[src/rtl/lsu_arbiter.sv]
// lsu_arbiter: shares one load/store unit port between the CPU data port (M0)
// and the debug/program-loader port (M1). M0 has fixed priority. An M1 wait
// counter forces an M1 grant once M1 has been pending for MAX_WAIT cycles.
// Each access runs IDLE -> ISSUE (-> RESP for loads) -> IDLE. The LSU port is
// parked on an unmapped address outside ISSUE.
module lsu_arbiter #(
    parameter int unsigned MAX_WAIT  = 8,
    parameter logic [31:0] PARK_ADDR = 32'hFFFF_FFFF
) (
    input  logic        i_clk,
    input  logic        i_rst,
    input  logic        i_m0_req,
    input  logic [31:0] i_m0_addr,
    input  logic [31:0] i_m0_wdata,
    input  logic [3:0]  i_m0_strb,
    input  logic        i_m0_wren,
    input  logic        i_m1_req,
    input  logic [31:0] i_m1_addr,
    input  logic [31:0] i_m1_wdata,
    input  logic [3:0]  i_m1_strb,
    input  logic        i_m1_wren,
    output logic        o_m0_gnt,
    output logic        o_m0_rvld,
    output logic [31:0] o_m0_rdata,
    output logic        o_m0_err,
    output logic        o_m1_gnt,
    output logic        o_m1_rvld,
    output logic [31:0] o_m1_rdata,
    output logic        o_m1_err,
    output logic [31:0] o_lsu_addr,
    output logic [31:0] o_st_data,
    output logic [3:0]  o_st_strb,
    output logic        o_lsu_wren,
    input  logic [31:0] i_ld_data,
    input  logic        i_data_vld
);

    typedef enum logic [1:0] { ST_IDLE, ST_ISSUE, ST_RESP } state_t;

    state_t     state;
    logic       owner;      // 1 while M1 owns the access in flight
    logic [7:0] m1_wait;    // consecutive cycles M1 has been pending ungranted

    logic any_req;
    logic pick_m1;
    logic m1_latch;

    // Arbitration decision, meaningful only while the FSM sits in IDLE.
    always_comb begin
        any_req  = i_m0_req | i_m1_req;
        pick_m1  = (i_m1_req && (32'(m1_wait) >= MAX_WAIT)) || !i_m0_req;
        m1_latch = (state == ST_IDLE) && any_req && pick_m1;
    end

    // Access sequencer: latches the winner and registers every LSU-side and pulse output.
    always_ff @(posedge i_clk) begin
        if (i_rst) begin
            state      <= ST_IDLE;
            owner      <= 1'b0;
            o_m0_gnt   <= 1'b0;
            o_m1_gnt   <= 1'b0;
            o_m0_rvld  <= 1'b0;
            o_m1_rvld  <= 1'b0;
            o_lsu_addr <= PARK_ADDR;
            o_st_data  <= '0;
            o_st_strb  <= '0;
            o_lsu_wren <= 1'b0;
        end else begin
            // NOTE: non-blocking assignments throughout, so the reads of o_lsu_wren and
            // owner below see this cycle's values even though the defaults re-park them.
            o_m0_gnt   <= 1'b0;
            o_m1_gnt   <= 1'b0;
            o_m0_rvld  <= 1'b0;
            o_m1_rvld  <= 1'b0;
            o_lsu_addr <= PARK_ADDR;
            o_st_data  <= '0;
            o_st_strb  <= '0;
            o_lsu_wren <= 1'b0;
            case (state)
                ST_IDLE: begin
                    if (any_req) begin
                        state      <= ST_ISSUE;
                        owner      <= pick_m1;
                        o_m0_gnt   <= !pick_m1;
                        o_m1_gnt   <= pick_m1;
                        o_lsu_addr <= pick_m1 ? i_m1_addr  : i_m0_addr;
                        o_st_data  <= pick_m1 ? i_m1_wdata : i_m0_wdata;
                        o_st_strb  <= pick_m1 ? i_m1_strb  : i_m0_strb;
                        o_lsu_wren <= pick_m1 ? i_m1_wren  : i_m0_wren;
                    end
                end
                ST_ISSUE: begin
                    // Stores finish here; loads wait one cycle for the LSU data.
                    state     <= o_lsu_wren ? ST_IDLE : ST_RESP;
                    o_m0_rvld <= !owner && !o_lsu_wren;
                    o_m1_rvld <= owner && !o_lsu_wren;
                end
                ST_RESP: begin
                    state <= ST_IDLE;
                end
                default: begin
                    state <= ST_IDLE;
                end
            endcase
        end
    end

    // M1 starvation counter: saturating, cleared when M1 wins arbitration.
    always_ff @(posedge i_clk) begin
        if (i_rst || m1_latch) begin
            m1_wait <= '0;
        end else if (i_m1_req && (m1_wait != 8'hFF)) begin
            m1_wait <= m1_wait + 8'd1;
        end
    end

    // Response data path: data is only ever seen by the master whose rvld pulses.
    always_comb begin
        // NOTE: every output gets a value on every path, so no latch is inferred.
        o_m0_err   = o_m0_rvld & ~i_data_vld;
        o_m1_err   = o_m1_rvld & ~i_data_vld;
        o_m0_rdata = (o_m0_rvld && i_data_vld) ? i_ld_data : '0;
        o_m1_rdata = (o_m1_rvld && i_data_vld) ? i_ld_data : '0;
    end

endmodule

[config.mk]
export PLATFORM = sky130hd
export DESIGN_NAME = lsu_arbiter
export DESIGN_NICKNAME = d
export VERILOG_FILES = /design/src/rtl/lsu_arbiter.sv
export SDC_FILE = /design/constraint.sdc
export NUM_CORES = 1
export LEC_CHECK = 0
export BUFFER_PORTS_ARGS = -buffer_cell sky130_fd_sc_hd__buf_2
export CORE_AREA = 2 2 151 79
export DETAILED_ROUTE_END_ITERATION = 7
export DIE_AREA = 0 0 153 81
export PLACE_DENSITY = 0.74
export SETUP_SLACK_MARGIN = 0.3
export SKIP_CTS_REPAIR_TIMING = 1
export SLEW_MARGIN = 0
export SYNTH_ARGS = -nofsm -noshare
export SYNTH_HDL_FRONTEND = slang
export SYNTH_SLANG_ARGS = --single-unit
[constraint.sdc]
create_clock -name i_clk -period 1.5 [get_ports i_clk]
set_clock_uncertainty 0.15 [all_clocks]
set_input_delay 0.075 -clock i_clk [delete_from_list [all_inputs] [get_ports i_clk]]
set_output_delay 0.075 -clock i_clk [all_outputs]
set_load 0.05 [all_outputs]
==> metrics.yaml <==
critical_path:
  critical_path.endpoint: "o_st_data[28]$_SDFF_PP0_"
  critical_path.startpoint: "m1_wait[6]$_SDFFE_PP0P_"
  end_kind: "flip-flop"
  worstReg2RegStart: "m1_wait[6]$_SDFFE_PP0P_"
  critical_path_class: "flip-flop to flip-flop"
  critical_path_required_ns: 1.55
  worstRegToRegCells: 6
  worstPathArrival_ns: 1.84
  cp_max_fo: 38
  setup.worst_path.start_class: "flip-flop"
  worst-r2r-setup-slack_ns: -0.29
  reg2reg_to: "o_st_data[28]$_SDFF_PP0_"
yosys:
  synthesis.nets: 643
  synthesis.area_sq_um: 3800
  avgSynthCellArea_sq_um: 8.16
  synth_sequential_area_ratio_pct: 44.2
  yosys_register_bits: 84
  synth_top_area_cell: "sky130_fd_sc_hd__dfxtp_1"
  synth_cell_type_count: 34
  synthesis.instances: 466
  synthDominantCellAreaShare_pct: 44.2
  ys_warn_count: 0
  post_synth_main_area_contributors: "sky130_fd_sc_hd__dfxtp_1, sky130_fd_sc_hd__nand3_1, sky130_fd_sc_hd__and3_1"
clocking:
  tritoncts: "done"
  cts-buffers-inserted: 9
  clock_sink_count: 84
  insertion_delay_ns: 0.34
  max-clock-path-buffers: 2
  clockRootBuffer: "sky130_fd_sc_hd__clkbuf_16"
  clock_pin_slew_reported_for_the_worst_setup_and_hold_paths_after_clock_tree_synthesis_ns: 0.07
  ctsHtreeMaxLevel: 3
hold_path:
  min_path_type: "input pin to flip-flop"
route:
  post_drt_wl_per_cell_microns: 20.5
  firstDrtPassIters: 4
  detail-route-antenna-nets: 0
  vias: 5787
  dr_wl_met3_mm: 1.67
  detail_route.vias_per_cell: 5.40
  route.layer.met1.wl_mm: 8.21
  met2_length_mm: 11.2
  dr.max_layer_used: "met4"
  postRouteWirelength_mm: 21.9
  dr.first_iter.drc_count: 431
  detail_route.drc_violations: 0
timing:
  timing_max_transition_violations_final: 0
  tns_ns: -12.61
  maxSlewHeadroom_pct: 68.7
  timing.final.setup_violations: 92
  finalWorstPathRequiredPeriod_ns: 1.79
  layout_worst_path_cycle_share_pct: 119
  rsz0062_at_grt: "true"
  achievable-frequency_mhz: 559
  setup_ws_ns: -0.289
  final-hold-violation-count: 0
  max_slew.worst_pin.slew_ns: 0.470
pwr:
  vdd.ir_drop.worst_mv: 0.558
  total_leakage_power_nw: 3.89
  powerDensity_nw_per_um2: 783
  switching_share_of_total_power_pct: 30.9
  sequentialPowerShare_pct: 35.7
  combinationalPowerShare_pct: 27.7
  internal-power_mw: 4.69
  power.switching_mw: 2.09
  p_clk_share_pct: 36.7
status:
  violations: "negative setup slack"
  run_status: "complete, but fails checks"
run:
  maxCapViolCount: 0
floorplan:
  core-area_sq_um: 11300
  row_count: 28
  fp.dieH_microns: 81
  fp.dieArea_sq_um: 12400
  die_x_microns: 153
  io_pins: 314
  initial_utilization_pct: 33.6
global_route:
  grt_start_max_net_pins: 44
  grt_first_pass_wirelength_mm: 21.7
  initial_antenna_violation_count: 0
  overflow: 0
  first_global_vias: 4176
  groute.usage.overall_pct: 22.1
layout:
  flow.area_growth_from_synthesis_pct: 128
  final_nets: 1094
  antenna_diode_count: 0
  final_layout_size_suffix_gt1_share_pct: 51.4
  postLayoutCellArea_sq_um: 8660
  post-route-util_pct: 76.5
placement:
  port-buffer-count: 313
  dpl-instance-area_sq_um: 5780
  gpl.final_weighted_congestion: 0.873
  dpl.hpwl_mm: 10.7
sequential cells by signal (all words and copies together), names as in the netlist:
signal,flops
o_lsu_wren,1
o_st_data,32
o_st_strb,4
m1_wait,8
owner,1
state,2
o_m1_gnt,1
o_m0_gnt,1
o_m0_rvld,1
o_m1_rvld,1
o_lsu_addr,32
critical path: stages (launching register included):
cell	delay [ns]
sky130_fd_sc_hd__dfxtp_2	0.33
sky130_fd_sc_hd__nor4_4	0.34
sky130_fd_sc_hd__buf_4	0.19
sky130_fd_sc_hd__a21boi_4	0.07
sky130_fd_sc_hd__buf_12	0.18
sky130_fd_sc_hd__o21ai_0	0.23
sky130_fd_sc_hd__a21oi_1	0.12
metal layers:
layer	global-route usage [%]	vias up
met3	7.20	83
met2	36.3	389
met5	0	-
met4	6.67	0
met1	28.0	2732
li1	-	2583
power groups by stage:
stage / clock network, mW / registers (mW) / logic, mW
after CTS: 2.50 / 2.43 / 1.34
after global placement: 0 / 2.47 / 1.33
after detailed placement: 0 / 2.47 / 1.34
after floorplan: 0 / 2.90 / 0.420
after global routing: 2.59 / 2.43 / 1.96
final: 2.49 / 2.42 / 1.88
layout by cell type, fill, tap and decap left out, drive strengths merged:
cell and instances:
buf 347, dlygate4sd3 139, nand3 103, dfxtp 84
o21ai 72, and3 65, a21oi 41, clkbuf 17
nor2 10, inv 7, nor3 4, nand2 3
nand4 3, nor2b 3, clkinv 3, or3 2
bufinv 2, nor4 2, ha 2, a21boi 1
a21bo 1, a31o 1, a41oi 1, o31ai 1
a211oi 1, and4 1, xor2 1, mux2i 1
xnor2 1, nor4b 1, and2 1, a32oi 1
cells by family (layout without fill, tap and decap cells):
logic type | after synthesis | in the layout | synth area share (%)
simple gates | 198 | 198 | 28.7
buf+inv | 59 | 515 | 8.95
fa+ha+maj | 2 | 2 | 0.658
xor+xnor | 2 | 2 | 0.461
mux | 1 | 1 | 0.263
flops | 84 | 84 | 44.2
compound gates | 120 | 120 | 16.7
worst min path at each step:
stage                  startpoint                   endpoint  cells after the start
global route                i_rst      state[0]$_SDFFE_PP0P_                      4
finish                      i_rst      state[0]$_SDFFE_PP0P_                      4
global placement    i_m1_addr[11]  o_lsu_addr[11]$_SDFF_PP1_                      3
floorplan                   i_rst         owner$_SDFFE_PP0P_                      1
detailed placement  i_m1_addr[30]  o_lsu_addr[30]$_SDFF_PP1_                      3
CTS                 i_m0_addr[17]  o_lsu_addr[17]$_SDFF_PP1_                      3
synthesized netlist by cell type, drive strengths merged:
cell / count
o31ai: 1
xor2: 1
nor2b: 3
nor2: 10
a41oi: 1
a32oi: 1
and2: 1
nand3: 103
a31o: 1
xnor2: 1
nor3: 4
nand2: 3
nand4: 3
ha: 2
a21boi: 1
nor4: 2
a21bo: 1
inv: 7
dfxtp: 84
or3: 2
nor4b: 1
and3: 65
and4: 1
a211oi: 1
clkbuf: 35
buf: 17
a21oi: 41
o21ai: 72
mux2i: 1
cell type report:
type	instances	area, sq um
clock inverters	5	82.6
fillers	730	2650
multi-input cells	323	2250
inverters	7	26.3
repair buffers	492	4170
well taps	150	188
clock buffers	11	253
flip-flops and latches	84	1690
per-stage QoR:
step,power (mW),instances,hold slack (ns),setup WS [ns]
2_1_floorplan,3.32,466,-0.00262,0.0321
3_3_place_gp,3.80,903,0.165,-0.141
3_5_place_dp,3.81,903,0.170,-0.165
4_1_cts,6.27,919,-0.188,-0.191
5_1_grt,6.98,1072,0.0161,-0.363
6_report,6.78,1072,0.00652,-0.289
Power figures use the tool's default switching activity.
